===== src/rtl/param_stack_pkg.sv =====
// Shared definitions for the operand stack: the strobe-combination encoding
// used by the stack, the controller and the bench.
package param_stack_pkg;

  localparam int unsigned OP_W = 3;

  typedef logic [OP_W-1:0] op_t;

  localparam op_t OP_NONE = 3'd0;
  localparam op_t OP_PUSH = 3'd1;
  localparam op_t OP_POP  = 3'd2;
  localparam op_t OP_POP2 = 3'd3;
  localparam op_t OP_REP1 = 3'd4;
  localparam op_t OP_REP2 = 3'd5;

  // pop2 dominates pop; push combined with a pop becomes a replace
  function automatic op_t decode_op(input logic push, input logic pop, input logic pop2);
    op_t op;
    if (push) begin
      if (pop2)     op = OP_REP2;
      else if (pop) op = OP_REP1;
      else          op = OP_PUSH;
    end else begin
      if (pop2)     op = OP_POP2;
      else if (pop) op = OP_POP;
      else          op = OP_NONE;
    end
    return op;
  endfunction

endpackage


===== src/rtl/param_stack_if.sv =====
// Controller <-> operand stack strobe and status bundle.
interface param_stack_if #(
  parameter int unsigned WIDTH = 8,
  parameter int unsigned DEPTH = 16
);
  localparam int unsigned CNT_W = $clog2(DEPTH + 1);

  logic             push;
  logic             pop;
  logic             pop2;
  logic             tos;
  logic             clr_err;
  logic [WIDTH-1:0] din;
  logic [WIDTH-1:0] dout;
  logic [WIDTH-1:0] top;
  logic [WIDTH-1:0] next;
  logic [CNT_W-1:0] count;
  logic             empty;
  logic             full;
  logic             overflow;
  logic             underflow;

  modport master (
    output push, pop, pop2, tos, clr_err, din,
    input  dout, top, next, count, empty, full, overflow, underflow
  );

  modport slave (
    input  push, pop, pop2, tos, clr_err, din,
    output dout, top, next, count, empty, full, overflow, underflow
  );

endinterface


===== src/rtl/param_stack_ram.sv =====
// Stack storage: one synchronous write port, two asynchronous read ports.
// Storage is rounded up to a power of two so addresses index it exactly.
module param_stack_ram #(
  parameter int unsigned WIDTH = 8,
  parameter int unsigned DEPTH = 16
) (
  input  logic                       clk,
  input  logic                       we,
  input  logic [$clog2(DEPTH)-1:0]   waddr,
  input  logic [WIDTH-1:0]           wdata,
  input  logic [$clog2(DEPTH)-1:0]   raddr_a,
  input  logic [$clog2(DEPTH)-1:0]   raddr_b,
  output logic [WIDTH-1:0]           rdata_a,
  output logic [WIDTH-1:0]           rdata_b
);

  localparam int unsigned AW    = $clog2(DEPTH);
  localparam int unsigned SLOTS = 1 << AW;

  logic [WIDTH-1:0] mem [SLOTS];

  // Contents are never reset; unoccupied slots are masked by the stack
  always_ff @(posedge clk) begin
    if (we) mem[waddr] <= wdata;
  end

  assign rdata_a = mem[raddr_a];
  assign rdata_b = mem[raddr_b];

endmodule


===== src/rtl/param_stack.sv =====
// Parametrised operand stack: push/pop/pop2/replace, tos capture,
// combinational top/next views and sticky overflow/underflow flags.
module param_stack
  import param_stack_pkg::*;
#(
  parameter int unsigned WIDTH = 8,
  parameter int unsigned DEPTH = 16
) (
  input  logic          clk,
  input  logic          rst,
  param_stack_if.slave  bus
);

  localparam int unsigned CNT_W = $clog2(DEPTH + 1);
  localparam int unsigned AW    = $clog2(DEPTH);

  logic [CNT_W-1:0] sp;
  logic [CNT_W-1:0] sp_nxt;
  logic             we;
  logic [AW-1:0]    waddr;
  logic             ovf_set;
  logic             unf_set;
  logic             has1;
  logic             has2;
  logic             is_full;
  op_t              op;
  logic [WIDTH-1:0] rd_top;
  logic [WIDTH-1:0] rd_next;
  logic [WIDTH-1:0] top_c;
  logic [WIDTH-1:0] dout_q;
  logic             ovf_q;
  logic             unf_q;

  assign op      = decode_op(bus.push, bus.pop, bus.pop2);
  assign has1    = (sp != '0);
  assign has2    = (sp >= CNT_W'(2));
  assign is_full = (sp == CNT_W'(DEPTH));

  // Guarded next-state: illegal operations leave memory and sp untouched
  always_comb begin
    sp_nxt  = sp;
    we      = 1'b0;
    waddr   = '0;
    ovf_set = 1'b0;
    unf_set = 1'b0;
    case (op)
      OP_PUSH: begin
        if (!is_full) begin
          we     = 1'b1;
          waddr  = AW'(sp);
          sp_nxt = sp + CNT_W'(1);
        end else begin
          ovf_set = 1'b1;
        end
      end
      OP_POP: begin
        if (has1) sp_nxt = sp - CNT_W'(1);
        else      unf_set = 1'b1;
      end
      OP_POP2: begin
        if (has2) sp_nxt = sp - CNT_W'(2);
        else      unf_set = 1'b1;
      end
      OP_REP1: begin
        if (has1) begin
          we    = 1'b1;
          waddr = AW'(sp - CNT_W'(1));
        end else begin
          unf_set = 1'b1;
        end
      end
      OP_REP2: begin
        if (has2) begin
          we     = 1'b1;
          waddr  = AW'(sp - CNT_W'(2));
          sp_nxt = sp - CNT_W'(1);
        end else begin
          unf_set = 1'b1;
        end
      end
      default: ;
    endcase
    if (bus.tos && !has1) unf_set = 1'b1;
  end

  // Set wins over clear on the same edge
  always_ff @(posedge clk or posedge rst) begin
    if (rst) begin
      sp     <= '0;
      dout_q <= '0;
      ovf_q  <= 1'b0;
      unf_q  <= 1'b0;
    end else begin
      sp     <= sp_nxt;
      if (bus.tos && has1) dout_q <= top_c;
      ovf_q  <= ovf_set | (ovf_q & ~bus.clr_err);
      unf_q  <= unf_set | (unf_q & ~bus.clr_err);
    end
  end

  param_stack_ram #(
    .WIDTH (WIDTH),
    .DEPTH (DEPTH)
  ) u_ram (
    .clk     (clk),
    .we      (we),
    .waddr   (waddr),
    .wdata   (bus.din),
    .raddr_a (AW'(sp - CNT_W'(1))),
    .raddr_b (AW'(sp - CNT_W'(2))),
    .rdata_a (rd_top),
    .rdata_b (rd_next)
  );

  assign top_c         = has1 ? rd_top : '0;
  assign bus.top       = top_c;
  assign bus.next      = has2 ? rd_next : '0;
  assign bus.count     = sp;
  assign bus.empty     = ~has1;
  assign bus.full      = is_full;
  assign bus.dout      = dout_q;
  assign bus.overflow  = ovf_q;
  assign bus.underflow = unf_q;

endmodule

===== src/flat_wrapper.sv =====
// flat-port wrapper written by rule: the top's interface ports become plain ports
module param_stack_flat import param_stack_pkg::*;
#(
  parameter int unsigned WIDTH = 8,
  parameter int unsigned DEPTH = 16
)
  (clk, rst, bus_push, bus_pop, bus_pop2, bus_tos, bus_clr_err, bus_din, bus_dout, bus_top, bus_next, bus_count, bus_empty, bus_full, bus_overflow, bus_underflow);
  param_stack_if #(.WIDTH(WIDTH), .DEPTH(DEPTH)) bus_i ();
  input  logic clk;
  input  logic rst;
  input wire logic [$bits(bus_i.push)-1:0] bus_push;
  input wire logic [$bits(bus_i.pop)-1:0] bus_pop;
  input wire logic [$bits(bus_i.pop2)-1:0] bus_pop2;
  input wire logic [$bits(bus_i.tos)-1:0] bus_tos;
  input wire logic [$bits(bus_i.clr_err)-1:0] bus_clr_err;
  input wire logic [$bits(bus_i.din)-1:0] bus_din;
  output wire logic [$bits(bus_i.dout)-1:0] bus_dout;
  output wire logic [$bits(bus_i.top)-1:0] bus_top;
  output wire logic [$bits(bus_i.next)-1:0] bus_next;
  output wire logic [$bits(bus_i.count)-1:0] bus_count;
  output wire logic [$bits(bus_i.empty)-1:0] bus_empty;
  output wire logic [$bits(bus_i.full)-1:0] bus_full;
  output wire logic [$bits(bus_i.overflow)-1:0] bus_overflow;
  output wire logic [$bits(bus_i.underflow)-1:0] bus_underflow;
  assign bus_i.push = bus_push;
  assign bus_i.pop = bus_pop;
  assign bus_i.pop2 = bus_pop2;
  assign bus_i.tos = bus_tos;
  assign bus_i.clr_err = bus_clr_err;
  assign bus_i.din = bus_din;
  assign bus_dout = bus_i.dout;
  assign bus_top = bus_i.top;
  assign bus_next = bus_i.next;
  assign bus_count = bus_i.count;
  assign bus_empty = bus_i.empty;
  assign bus_full = bus_i.full;
  assign bus_overflow = bus_i.overflow;
  assign bus_underflow = bus_i.underflow;
  param_stack #(.WIDTH(WIDTH), .DEPTH(DEPTH)) u_core (.clk(clk), .rst(rst), .bus(bus_i));
endmodule

===== config.mk =====
export PLATFORM = sky130hd
export DESIGN_NAME = param_stack_flat
export DESIGN_NICKNAME = d
export VERILOG_FILES = /design/src/rtl/param_stack_pkg.sv /design/src/rtl/param_stack_if.sv /design/src/rtl/param_stack_ram.sv /design/src/rtl/param_stack.sv /design/src/flat_wrapper.sv
export SDC_FILE = /design/constraint.sdc
export NUM_CORES = 1
export LEC_CHECK = 0
export BUFFER_PORTS_ARGS = -buffer_cell sky130_fd_sc_hd__buf_2
export CELL_PAD_IN_SITES_DETAIL_PLACEMENT = 0
export CELL_PAD_IN_SITES_GLOBAL_PLACEMENT = 2
export CORE_ASPECT_RATIO = 1.4
export CORE_MARGIN = 4
export CORE_UTILIZATION = 40
export DETAILED_ROUTE_END_ITERATION = 10
export GPL_ROUTABILITY_DRIVEN = 0
export PLACE_DENSITY = 0.8
export SLEW_MARGIN = 15
export SYNTH_ARGS = -nofsm -noshare
export SYNTH_HDL_FRONTEND = slang
export SYNTH_SLANG_ARGS = --single-unit

===== constraint.sdc =====
create_clock -name clk -period 4.05 [get_ports clk]
set_input_delay 0.405 -clock clk [delete_from_list [all_inputs] [get_ports clk]]
set_output_delay 0.405 -clock clk [all_outputs]
set_load 0.005 [all_outputs]

* Word level (Yosys, flattened, before mapping)
Memories as Yosys holds them, arrays and structs flattened.
Cells that the tools add are included.
** Storage, ports and cells
- Register bits after elaboration :: 15
- RAM bits :: 128
- Bits of input ports :: 15
- Output and inout port bits :: 33
- Memories kept :: 1
** Memories
- u_core.u_ram.mem :: depth 16, width 8, rd ports 2, clocked after memory_dff 0, wr ports 1, line param_stack_ram.sv:20 : logic [WIDTH-1:0] mem [SLOTS];
** Cells by class
- $add $sub $neg :: 3
- Magnitude comparators :: 1
- Equal/unequal tests :: 10
- Multiplexer cells :: 28
- Bitwise logic cells :: 6
- Reduce and logical (&&, ||, !) cells :: 8
** Operators with widths (number)
- 2-to-1 mux 5 bit :: 4
- case mux 5 bit (4 select lines) :: 1
- 2-to-1 mux 8 bit :: 2
- 2-to-1 mux 3 bit :: 4
- 2-to-1 mux 4 bit :: 3
- case mux 4 bit (3 select lines) :: 1
- 2-to-1 mux 1 bit :: 10
- equality test 3 x 2 -> 1 bit, second input constant :: 2
- equality test 3 bit, second input constant :: 2
- != test 2 x 1 -> 1 bit, second input constant :: 3
- adder 5 x 1 -> 5 bit, second input constant :: 1
- equality test 5 bit, second input constant :: 1
- greater-or-equal comparator 5 x 2 -> 1 bit, second input constant :: 1
- AND reduction 5 bit :: 1
- nonzero test 5 bit :: 1
- subtractor 5 x 1 -> 5 bit, second input constant :: 1
- subtractor 5 x 2 -> 5 bit, second input constant :: 1
- nonzero test 4 bit :: 1
- OR reduction 2 bit :: 2
- equality test 3 x 1 -> 1 bit, second input constant :: 1
- case mux 1 bit (3 select lines) :: 1
- bitwise AND 1 bit :: 2
- logical AND 1 bit :: 2
- 2-to-1 mux 2 bit :: 1
- other kinds (5) :: 7

* Logic depth before layout (Yosys ltp)
- Depth in word-level cells :: 8
- Gate-level depth with buffers :: 11
- Mapped depth without buffers :: 8

* Cells and area by module
Synthesis repeated with hierarchy kept, for this count alone.
** Second synthesis, totals
- Cell total of the unflattened synthesis :: 433
- Area, all modules :: 7327.0 um^2
** Modules (own cells, without submodules)
- param_stack_ram :: instances 1, cells each 291, area an instance 6024.5 um^2, sequential area each 3843.7 um^2
- param_stack :: instances 1, cells each 142, area an instance 1302.5 um^2, sequential area each 375.4 um^2

* Least setup slack after synthesis
Ideal clock, no wire load.
- Path kind :: register to register
- From :: reg u_core.sp[1], in the netlist u_core.bus.count[1]
- To :: mem u_core.u_ram.mem[14][0] (enable)
- Library setup time :: 0.395 ns
- Data arrival time :: 3.167 ns
- Required time :: 3.655 ns
- Path slack :: 0.489 ns
- Cell stages (with the launch flop) :: 10
- Path buffers :: 3
- Period minus slack after synthesis :: 3.561 ns
- Path through :: dfrtp_1 -> clkbuf_1 -> clkbuf_1 -> inv_1 -> ha_1 -> clkbuf_1 -> nand2b_1 -> o22ai_1 -> nand2_1 -> nor4_1
** Between the ends
- Word-level cells in the longest chain between the ends :: 5
- Elaborated cells between the ends (all ways) :: 15
** RTL lines
- from (decl) :: line param_stack.sv:17 : logic [CNT_W-1:0] sp;
- from (signal assigned) :: line param_stack.sv:94 : sp <= sp_nxt;
- greater-or-equal comparator 5 x 2 -> 1 bit, or another cell as far along :: line param_stack.sv:36 : assign has2 = (sp >= CNT_W'(2));
- 2-to-1 mux 1 bit (on tied branches) :: line param_stack.sv:73, param_stack.sv:48, param_stack.sv:65
- case mux 1 bit (3 select lines) :: line param_stack.sv:46 : case (op)
- 2-to-1 mux 1 bit :: line param_stack_ram.sv:24 : if (we) mem[waddr] <= wdata;
- 2-to-1 mux 1 bit (not written as such) :: line param_stack_ram.sv:24
- to (decl) :: line param_stack_ram.sv:20
Parallel ways exist; a longest one is shown, timed or not.

* Final worst setup path
- From :: reg u_core.sp[1], in the netlist u_core.bus.count[1]
- To :: out bus_top[7]
** Between the ends
- Word-level cells in the longest chain between the ends :: 3
- Elaborated cells between the ends (all ways) :: 4
** RTL lines
- subtractor 5 x 1 -> 5 bit
- memory (16 x 8 bit)
- 2-to-1 mux 8 bit (*) :: line param_stack.sv:115 : assign top_c = has1 ? rd_top : '0;
- to (decl) :: line flat_wrapper.sv:18 : output wire logic [$bits(bus_i.top)-1:0] bus_top;
Every way passes the cells marked *; elsewhere a longest branch is shown, timed or not.

==> reports/qor.csv <==
stage,metric,value,unit
synthesis,synthesis.nets,453,
status,status,"complete, no violations",
cells_and_area,diodes,0,
clocking,clock_latency,0.42,ns
timing,tns,0,ns
critical_path,cp-end-kind,output port,
timing,slew_headroom,51.5,%
synthesis,synth_cell_types,49,
drt,vias_per_cell,5.81,
timing,setup_viol,0,
drt,drc,0,
drt,drt_wl_total,18200,um
timing,skew,0.00825,ns
clocking,ctsRootBufferMaster,clkbuf_16,
timing,finalMaxSlewViolations,0,
synthesis,synth_area_leaders,"edfxtp_1, mux4_2, dfrtp_1",
timing,min_period,3.45,ns
clocking,cts_tree,yes,
clocking,numCtsBuffers,17,
clocking,cts_resized,0,
worst_hold_path,hold_path_class,in -> async,
timing,whs,0.0531,ns
clocking,path_clk_slew,0.07,ns
timing,hold_viol_final,0,
synthesis,synth_most_common_cell,edfxtp_1,
floorplanning,io_pins,48,
critical_path,path_class,reg -> out,
pwr,powerDensity,848,nW/um^2
cells_and_area,drive_gt1_share,38.6,%
pwr,ir_worst_vdd,522,uV
drt,first_pass_iters,5,
drt,via_count,4368,
global_route,grt_pass1_wl,27500,um
pwr,p_leak,3.01,nW
floorplanning,fp.dieW,121,um
floorplanning,die_area,20200,um^2
global_route,grt_pass1_vias,4504,
synthesis,synth_cells,431,
critical_path,r2r_setup_slack,0.71,ns
synthesis,synthTopCellsByCount,"edfxtp_1, mux4_2, nand2_1",
critical_path,critical_path_required,3.64,ns
drt,dr.first_iter.drc_count,472,
placement,port_buffers,47,
synthesis,synthFlopType,edfxtp_1,
synthesis,yosys.area.top_type,edfxtp_1,
synthesis,synth-seq-area-share,58.7,%
critical_path,cp-start-kind,flip-flop,
synthesis,synthesis.area,7180,um^2
floorplanning,coreArea,17500,um^2
timing,rsz0062_at_grt,false,
clocking,cts_hold_buf,0,
floorplanning,initial_utilization,41.1,%
clocking,post-cts-setup-buffers,0,
job,max_cap_violations,0,
timing,max_clock_freq,290,MHz
global_route,gr-total-overflow,0,
synthesis,synth_edf_count,128,
placement,place_area,7890,um^2
synthesis,yosys_warnings,0,
cells_and_area,area.growth.synth_to_final,18.3,%
drt,wire_per_inst,24.2,um
floorplanning,row_count,57,
critical_path,cp_max_fo,34,
synthesis,syn_avg_cell_area,16.7,um^2
synthesis,synth_top_area_share,53.5,%
cells_and_area,finalInstanceArea,8500,um^2
clocking,cts_max_level,4,
clocking,cts.sink_count,143,
floorplanning,die_h,167,um
synthesis,async_flop_share,10.5,%
placement,dp.final_hpwl,12200,um
timing,fin_crit_sh,85.2,%
global_route,track_usage,18.6,%
timing,worst_pin_slew,0.722,ns
global_route,antenna_found_initial,0,
global_route,grt_max_degree,73,
synthesis,ys_ff_latch,143,
clocking,cts_buffer_depth,2,
critical_path,worst_ep_arrival_time,3.05,ns
drt,ant_nets,0,
cells_and_area,fin_nets,525,
## critical path, stage by stage (launching register included)
cell and delay, ns:
dfrtp_1 0.37, inv_1 0.12, ha_1 0.54, buf_12 0.29
mux4_2 0.33, mux2_2 0.27, o21ai_0 0.46, nor2_1 0.10
buf_2 0.15
## stage by stage
stage / setup slack [ns] / cells / utilization, % / total power, W
after global placement: 0.819 / 720 / 45.1 / 0.00566
final: 0.600 / 752 / 48.6 / 0.00721
after CTS: 0.573 / 752 / 48.6 / 0.00729
after global routing: 0.458 / 752 / 48.6 / 0.00761
after detailed placement: 0.793 / 720 / 45.1 / 0.00568
after floorplan: 0.489 / 431 / - / 0.00434
## layout make-up
type                            instances  area [um^2]
Sequential cell                       143         4220
Multi-Input combinational cell        250         2810
Timing Repair Buffer                   83          531
Tap cell                              236          295
Clock buffer                           17          425
Fill cell                            1458         8970
Clock inverter                         15          186
Inverter                                8         31.3
## report_power, final
group,internal (W),switching [W]
Clock,0.000840,0.000731
Sequential,0.00181,0.000134
Combinational,0.00178,0.00192
Total,0.00443,0.00278
## layout by cell type, fill, tap and decap left out, types with 2 or more instances in the layout
| master | netlist | final |
|---|---|---|
| edfxtp_1 | 128 | 128 |
| xor2_1 | 5 | 4 |
| buf_2 | 12 | 47 |
| xnor2_1 | 3 | 3 |
| nor2b_1 | 12 | 12 |
| buf_12 | 0 | 2 |
| o221a_2 | 2 | 2 |
| nand2b_1 | 7 | 7 |
| mux2i_1 | 8 | 8 |
| a21boi_0 | 3 | 3 |
| or2_2 | 2 | 2 |
| inv_8 | 0 | 4 |
| clkinv_4 | 0 | 3 |
| ha_1 | 7 | 7 |
| dfrtp_1 | 15 | 14 |
| o21ai_0 | 26 | 26 |
| clkbuf_16 | 0 | 17 |
| nand2_1 | 27 | 27 |
| nor3_1 | 18 | 18 |
| mux4_1 | 7 | 7 |
| o32ai_1 | 4 | 4 |
| mux2_2 | 8 | 8 |
| nand3_1 | 5 | 5 |
| inv_1 | 7 | 7 |
| buf_4 | 1 | 34 |
| mux4_2 | 65 | 65 |
| inv_6 | 0 | 2 |
| o22ai_1 | 2 | 2 |
| nor2_1 | 15 | 15 |
| a21oi_1 | 4 | 4 |
| clkinv_8 | 0 | 5 |
## routing by layer
| metal | vias to the layer above | track usage (%) | share of wire [%] |
|---|---|---|---|
| li1 | 1922 | - | - |
| met1 | 2254 | 23.2 | 39 |
| met2 | 168 | 32.8 | 54 |
| met3 | 24 | 2.88 | 4.4 |
| met4 | 0 | 6.29 | 2.3 |
| met5 | - | 0 | 0 |
## kinds of logic (layout without fill, tap and decap cells)
kind of cell | after synthesis | after routing | synth area share, %
xor gates and xnor gates | 8 | 8 | 0.976
adders and majority gates | 7 | 7 | 1.22
muxes | 88 | 88 | 25.3
buffers and inverters | 38 | 123 | 2.37
DFF | 143 | 143 | 58.7
and+or+nand+nor | 92 | 92 | 6.32
AOI/OAI and AO/OA | 55 | 55 | 5.05
## worst paths after layout
kind / startpoint / endpoint / cells after the start
worst min-delay path: rst / u_core.bus.dout[6] / 2
max in group asynchronous: rst / u_core.bus.count[0] / 2
worst min register to register: u_core.bus.dout[5] / u_core.bus.dout[5] / 2
worst max register to register: u_core.bus.count[1] / u_core.u_ram.mem[11][5] / 9
min in group clk: bus_clr_err / u_core.bus.overflow / 2
worst max-delay path: u_core.bus.count[1] / bus_top[7] / 8
## flip-flops by register name, summed over array words and instances, names as in the netlist
signal,count
u_core.bus.underflow,1
u_core.bus.overflow,1
u_core.bus.dout,8
u_core.bus.count,5
u_core.u_ram.mem,128
Power figures use the tool's default switching activity.
